$ cat src/rtl/issue_select.sv
// issue_select: pop-side picker for one issue_buffer.
// Scans the valid slots and checks both source operands against the
// physical-register ready bitmap (wakeup and select happen in the same
// cycle). It picks one ready slot per cycle, pops it from the buffer and
// registers the micro-op into a one-deep valid/ready stage feeding the
// execution unit.
// Build option: define ISSUE_SELECT_AGE_ORDER_EN for oldest-first selection
// through an age matrix. Without it, selection is the lowest-index ready
// slot and the push inputs are ignored.

// Per-slot wakeup check: the slot is a candidate when it is valid and both
// of its source registers have been written back.
module issue_select_slot #(
    parameter int RNAME_DW = 6,
    parameter int PHY_DP   = 64
) (
    input  logic                vld,
    input  logic [RNAME_DW-1:0] rs1,
    input  logic [RNAME_DW-1:0] rs2,
    input  logic [PHY_DP-1:0]   reg_ready,
    output logic                cand
);

    assign cand = vld & reg_ready[rs1] & reg_ready[rs2];

endmodule

module issue_select #(
    parameter int DW       = 64,
    parameter int DP       = 8,
    parameter int RNAME_DW = 6,
    parameter int PHY_DP   = 64
) (
    input  logic                   CLK,
    input  logic                   RST,
    input  logic                   flush,
    input  logic                   issue_push,
    input  logic [$clog2(DP)-1:0]  issue_push_index,
    input  logic [DP-1:0]          buffer_vaild_qout,
    input  logic [DP*DW-1:0]       issue_info_qout,
    input  logic [DP*RNAME_DW-1:0] rs1_qout,
    input  logic [DP*RNAME_DW-1:0] rs2_qout,
    input  logic [PHY_DP-1:0]      regReady,
    output logic                   issue_pop,
    output logic [$clog2(DP)-1:0]  issue_pop_index,
    output logic [DW-1:0]          exe_info,
    output logic                   exe_valid,
    input  logic                   exe_ready
);

    localparam int IW = $clog2(DP);

    logic [DP-1:0] cand;       // valid and both operands ready
    logic [DP-1:0] sel_vec;    // candidates with no older candidate
    logic [DP-1:0] sel_pool;   // set the final encoder picks from
    logic [IW-1:0] sel_idx;
    logic          any_cand;
    logic          stage_free;

    logic          exe_valid_q, exe_valid_d;
    logic [DW-1:0] exe_info_q,  exe_info_d;

    // One wakeup checker per buffer slot
    for (genvar g = 0; g < DP; g++) begin : g_slot
        issue_select_slot #(
            .RNAME_DW (RNAME_DW),
            .PHY_DP   (PHY_DP)
        ) u_slot (
            .vld       (buffer_vaild_qout[g]),
            .rs1       (rs1_qout[g*RNAME_DW +: RNAME_DW]),
            .rs2       (rs2_qout[g*RNAME_DW +: RNAME_DW]),
            .reg_ready (regReady),
            .cand      (cand[g])
        );
    end

`ifdef ISSUE_SELECT_AGE_ORDER_EN
    // older_q[i][j] = 1: slot j entered the buffer before slot i
    logic [DP-1:0][DP-1:0] older_q, older_d;

    // A candidate is eligible when none of the slots older than it is also a candidate
    always_comb begin
        sel_vec = '0;
        for (int i = 0; i < DP; i++) begin
            sel_vec[i] = cand[i] & ~(|(older_q[i] & cand));
        end
    end

    // Age update: a push makes its slot youngest, a pop retires its column, flush wipes all
    always_comb begin
        older_d = older_q;
        if (flush) begin
            older_d = '0;
        end else begin
            if (issue_push) begin
                for (int r = 0; r < DP; r++) begin
                    older_d[r][issue_push_index] = 1'b0;
                end
                older_d[issue_push_index] = buffer_vaild_qout & ~(DP'(1) << issue_push_index);
            end
            if (issue_pop) begin
                for (int r = 0; r < DP; r++) begin
                    older_d[r][issue_pop_index] = 1'b0;
                end
            end
        end
    end

    // Age matrix register
    always_ff @(posedge CLK) begin
        if (RST) begin
            older_q <= '0;
        end else begin
            older_q <= older_d;
        end
    end

    // Pushing and popping the same slot in one cycle means the buffer owner is broken
    always_ff @(posedge CLK) begin
        if (!RST) begin
            assert (!(issue_push && issue_pop && (issue_push_index == issue_pop_index)));
        end
    end
`else
    // Fixed priority: every candidate is eligible, and the encoder takes the lowest index
    logic unused_push;
    assign unused_push = ^{issue_push, issue_push_index};

    always_comb begin
        sel_vec = cand;
    end
`endif

    // Slots that were valid before any push was tracked (after reset or flush) share an
    // all-zero age row. They can tie, so the lowest index wins. The raw candidate set
    // is a fallback that keeps the pick on a real candidate even if the age state is inconsistent.
    always_comb begin
        sel_pool = (|sel_vec) ? sel_vec : cand;
        sel_idx  = '0;
        for (int i = DP - 1; i >= 0; i--) begin
            if (sel_pool[i]) begin
                sel_idx = IW'(i);
            end
        end
    end

    assign any_cand        = |cand;
    assign stage_free      = ~exe_valid_q | exe_ready;
    assign issue_pop       = any_cand & stage_free & ~flush & ~RST;
    assign issue_pop_index = issue_pop ? sel_idx : '0;

    // Output stage: load on pop, drain on accept, otherwise hold stable for the consumer
    always_comb begin
        exe_valid_d = exe_valid_q;
        exe_info_d  = exe_info_q;
        if (flush) begin
            exe_valid_d = 1'b0;
        end else if (issue_pop) begin
            exe_valid_d = 1'b1;
            exe_info_d  = issue_info_qout[sel_idx*DW +: DW];
        end else if (exe_ready) begin
            exe_valid_d = 1'b0;
        end
    end

    // Output stage register
    always_ff @(posedge CLK) begin
        if (RST) begin
            exe_valid_q <= 1'b0;
            exe_info_q  <= '0;
        end else begin
            exe_valid_q <= exe_valid_d;
            exe_info_q  <= exe_info_d;
        end
    end

    assign exe_valid = exe_valid_q;
    assign exe_info  = exe_info_q;

endmodule
$ cat config.mk
export PLATFORM = sky130hd
export DESIGN_NAME = issue_select
export DESIGN_NICKNAME = d
export VERILOG_FILES = /design/src/rtl/issue_select.sv
export SDC_FILE = /design/constraint.sdc
export NUM_CORES = 1
export LEC_CHECK = 0
export ABC_CLOCK_PERIOD_IN_PS = 3600
export BUFFER_PORTS_ARGS = -buffer_cell sky130_fd_sc_hd__buf_2
export CORE_AREA = 2 2 294 296
export DETAILED_ROUTE_END_ITERATION = 8
export DIE_AREA = 0 0 296 298
export GPL_TIMING_DRIVEN = 0
export HOLD_SLACK_MARGIN = 0.1
export PLACE_DENSITY = 0.5
export SLEW_MARGIN = 30
export SYNTH_ARGS = -nofsm -noshare
export SYNTH_HDL_FRONTEND = slang
export SYNTH_SLANG_ARGS = --single-unit
$ cat constraint.sdc
create_clock -name CLK -period 3.6 [get_ports CLK]
set_input_delay 0.36 -clock CLK [delete_from_list [all_inputs] [get_ports CLK]]
set_output_delay 0.36 -clock CLK [all_outputs]
set_load 0.01 [all_outputs]
==> results by group <==
Worst setup path
  • Crit path cell chain: buf_2 > clkbuf_4 > mux2i_1 > a311oi_1 > nand4_1 > a41oi_1 > a2bb2oi_2 > and2_4 > a311oi_4 > buf_6 > buf_12 > clkbuf_16 > nor3_4 > buf_2
  • CP Capture Type: output port
  • Crit path DAT: 3.43 ns
  • Required @ worst endpoint: 3.24 ns
  • CP max FO: 10
  • Cell mode on critical path: buf_2
  • CP max-delay cell: a41oi_1
  • CP max stage delay: 0.43 ns
  • Worst setup SP type: input pin
  • Type of the worst setup path: in2out

STA
  • Fin. max-slew vios: 0
  • Worst-Margin Slew: 0.7917 ns
  • Count of final setup violators: 37
  • Final clock period utilization by the worst path: 105.3%
  • Setup repair after global routing missed its margin: yes
  • Hold Violations, Final: 0
  • Slew HR: 47.22%
  • Maximum clock rate: 263.7 MHz
  • Fin Clk Skew: 0.01321 ns
  • Tmin final: 3.793 ns
  • Final worst slack: -0.1925 ns

Floorplan
  • Die Y: 298 um
  • Num ports: 757
  • Width of the die: 296 um
  • Core box area: 84,880 um2
  • Starting density of the core: 18.11%
  • Core Rows: 107
  • Die area: 88,210 um2

Yosys
  • Post-Syn Area per Cell: 10.98 um2
  • Fraction of registers with async set/reset: 0%
  • Syn Nets: 2,088
  • Seq/Total Area, Yosys: 8.466%
  • Netlist cell types: 65
  • EDFF count, synth: 0
  • Yosys warnings: 0
  • Syn Inst Count: 1,400
  • Netlist Area Pre-Place: 15,370 um2
  • Top_reg_cell synth: dfxtp_1
  • #FFs+latches synth: 65

Global routing
  • Vias in the first global route: 18,109
  • GR Overflow Total: 0
  • Overall Global Routing Usage: 26.63%
  • GRT busiest layer: met2
  • Initial antenna violation count: 97
  • First-pass GRT wire length: 159,700 um
  • Largest net degree at the start of global routing: 12
  • GR Util met2: 45.14%
  • Routing usage on met3: 7.699%
  • Met1 Resource Use GR: 30.04%

Placed design
  • Final Wtd Congestion: 0.9858
  • IO Port Bufs: 709
  • DP Worst Slack: -1.456 ns
  • DP HPWL: 97,730 um

Clocking
  • Post-CTS Hold Buffers: 0
  • CTS tree: built
  • H-tree Lvls: 3
  • Clk slew on worst S/H paths: 0.06 ns
  • Longest Clk Path Bufs: 2
  • TritonCTS Buffers: 9
  • Root Buffer: clkbuf_16
  • Clock sink total: 65
  • Skew-Pair Late Insertion Delay: 0.38 ns

Drt
  • DRT Pass-1 Iters: 5
  • Vias per cell: 5.552
  • DRT iter0 DRCs: 2,032
  • Drt total wl: 123,900 um
  • ANT nets after route: 0
  • Wire per inst: 36.52 um
  • Post-route DRC: 0
  • Vias: 18,832

Power and ir drop
  • Maximum vdd drop: 0.2353 mV
  • Pwr Total: 6.910 mW
  • Leak Pwr: 10.40 nW
  • NetSw: 2.900 mW
  • Switching portion of total power: 41.97%
  • Clock power frac: 16.1%
  • PwrDens: 294.9 nW/um2
  • Combinational share of power: 70.0%
  • Pint: 4.010 mW
  • Sequential Power Share: 13.9%

Cells and area
  • Synth-to-Final Area Change: 52.47%
  • Share of cells above drive strength 1: 63.39%
  • Final Util: 27.61%
  • Final net count: 2,893

Min path
  • Hold WC Path Type: in2reg

Outcome
  • Failing checks: negative setup slack
  • Status: finished, violations left

Run
  • Max Cap Viol: 0
==> per-stage QoR <==
step,area [um2],instances,hold WS (ns),setup TNS [ns]
floorplan,15370,1400,0.5297,0
global placement,20350,3253,0.4899,-106.75
detailed placement,20360,3253,0.4929,-87.81
CTS,22320,3314,0.2599,-0.2757
global route,23420,3384,0.2915,-2.937
finish,23440,3392,0.2801,-1.618
==> routing by layer <==
metal / up-vias / wire, um
li1: 7568 / -
met1: 9198 / 42180
met2: 1597 / 59180
met3: 435 / 13510
met4: 34 / 8781
met5: - / 210
==> worst max-delay path: cells and delay by family <==
| family | cells | cell delay [ns] |
|---|---|---|
| buf+inv | 6 | 1.17 |
| mux | 1 | 0.10 |
| simple gates | 3 | 0.62 |
| compound gates | 4 | 1.15 |
==> power groups by stage <==
stage / Clock (mW) / Combinational [mW] / Sequential (mW)
floorplan: 0 / 2.31 / 1.02
global placement: 0 / 3.89 / 0.967
detailed placement: 0 / 3.89 / 0.970
CTS: 1.13 / 4.34 / 0.954
global route: 1.15 / 5.01 / 0.971
finish: 1.11 / 4.84 / 0.958
==> logic make-up after synthesis <==
group | Yosys count | synth area share, %
flops | 65 | 8.466
compound gates | 356 | 20.65
simple gates | 202 | 7.107
mux | 549 | 56.15
buf+inv | 228 | 7.628
==> worst paths after layout <==
path | start | endpoint | slack [ns] | depth (start not counted)
min | issue_info_qout[222] | exe_info[30] | 0.28 | 3
max | regReady[17] | issue_pop_index[0] | -0.19 | 14
max reg2reg | exe_valid | exe_info[25] | 1.18 | 8
min reg2reg | exe_info[62] | exe_info[62] | 0.50 | 2
==> synth_stat cells, types with 4 or more instances <==
| cell type | instances | area share [%] |
|---|---|---|
| a21oi_1 | 5 | 0.16 |
| a22o_1 | 67 | 3.8 |
| a22oi_1 | 81 | 4.0 |
| a311oi_1 | 5 | 0.28 |
| a31oi_1 | 8 | 0.33 |
| a41oi_1 | 4 | 0.23 |
| and2_1 | 6 | 0.24 |
| buf_1 | 14 | 0.34 |
| buf_12 | 9 | 1.2 |
| buf_2 | 30 | 0.98 |
| buf_4 | 9 | 0.44 |
| buf_6 | 4 | 0.29 |
| clkbuf_1 | 147 | 3.6 |
| dfxtp_1 | 65 | 8.5 |
| inv_1 | 8 | 0.20 |
| mux2_2 | 25 | 1.8 |
| mux2i_1 | 279 | 18 |
| mux4_1 | 10 | 1.7 |
| mux4_2 | 235 | 34 |
| nand2_1 | 34 | 0.83 |
| nand2b_1 | 19 | 0.77 |
| nand3_1 | 32 | 1.0 |
| nand3b_1 | 9 | 0.44 |
| nand4_1 | 6 | 0.24 |
| nor2_1 | 32 | 0.78 |
| nor2b_1 | 16 | 0.65 |
| nor3_1 | 13 | 0.42 |
| nor4_1 | 6 | 0.24 |
| nor4b_1 | 8 | 0.46 |
| o2111ai_1 | 6 | 0.34 |
| o211ai_2 | 64 | 5.2 |
| o22a_1 | 64 | 3.6 |
| o22ai_1 | 25 | 1.0 |
| o31ai_1 | 5 | 0.24 |
| or3_1 | 5 | 0.20 |
==> repair_timing <==
| item | in CTS | in global routing |
|---|---|---|
| gates resized for setup | 323 | 216 |
| setup endpoints to repair | 68 | 67 |
| pin swaps | 11 | 28 |
| setup buffers | 40 | 33 |
| cloned | 6 | 10 |
==> layout make-up <==
class | instances | area [um2]
Antenna cell | 38 | 95.09
Buffer | 219 | 2087
Clock buffer | 12 | 256.5
Clock inverter | 4 | 98.84
Fill cell | 9212 | 61440
Inverter | 8 | 30.03
Multi-Input combinational cell | 1107 | 13420
Sequential cell | 65 | 1301
Tap cell | 1144 | 1431
Timing Repair Buffer | 795 | 4711
==> registers in the layout (all words and copies together) (netlist names) <==
name / count
exe_info: 64
exe_valid: 1
==> cells in the final DEF, fill, tap and decap left out, types with 28 or more instances in the layout <==
cell,synthesis,layout
buf_2,30,712
mux2i_1,279,243
mux4_2,235,238
buf_4,9,88
a22oi_1,81,77
a22o_1,67,67
dfxtp_1,65,65
o211ai_2,64,64
o22a_1,64,62
clkbuf_2,1,44
diode_2,0,38
clkbuf_16,0,36
buf_6,4,33
clkbuf_1,147,33
nand2_1,34,32
buf_12,9,32
nand3_1,32,32
nor2_1,32,28
Note: power is estimated with default switching activity, not from simulation.
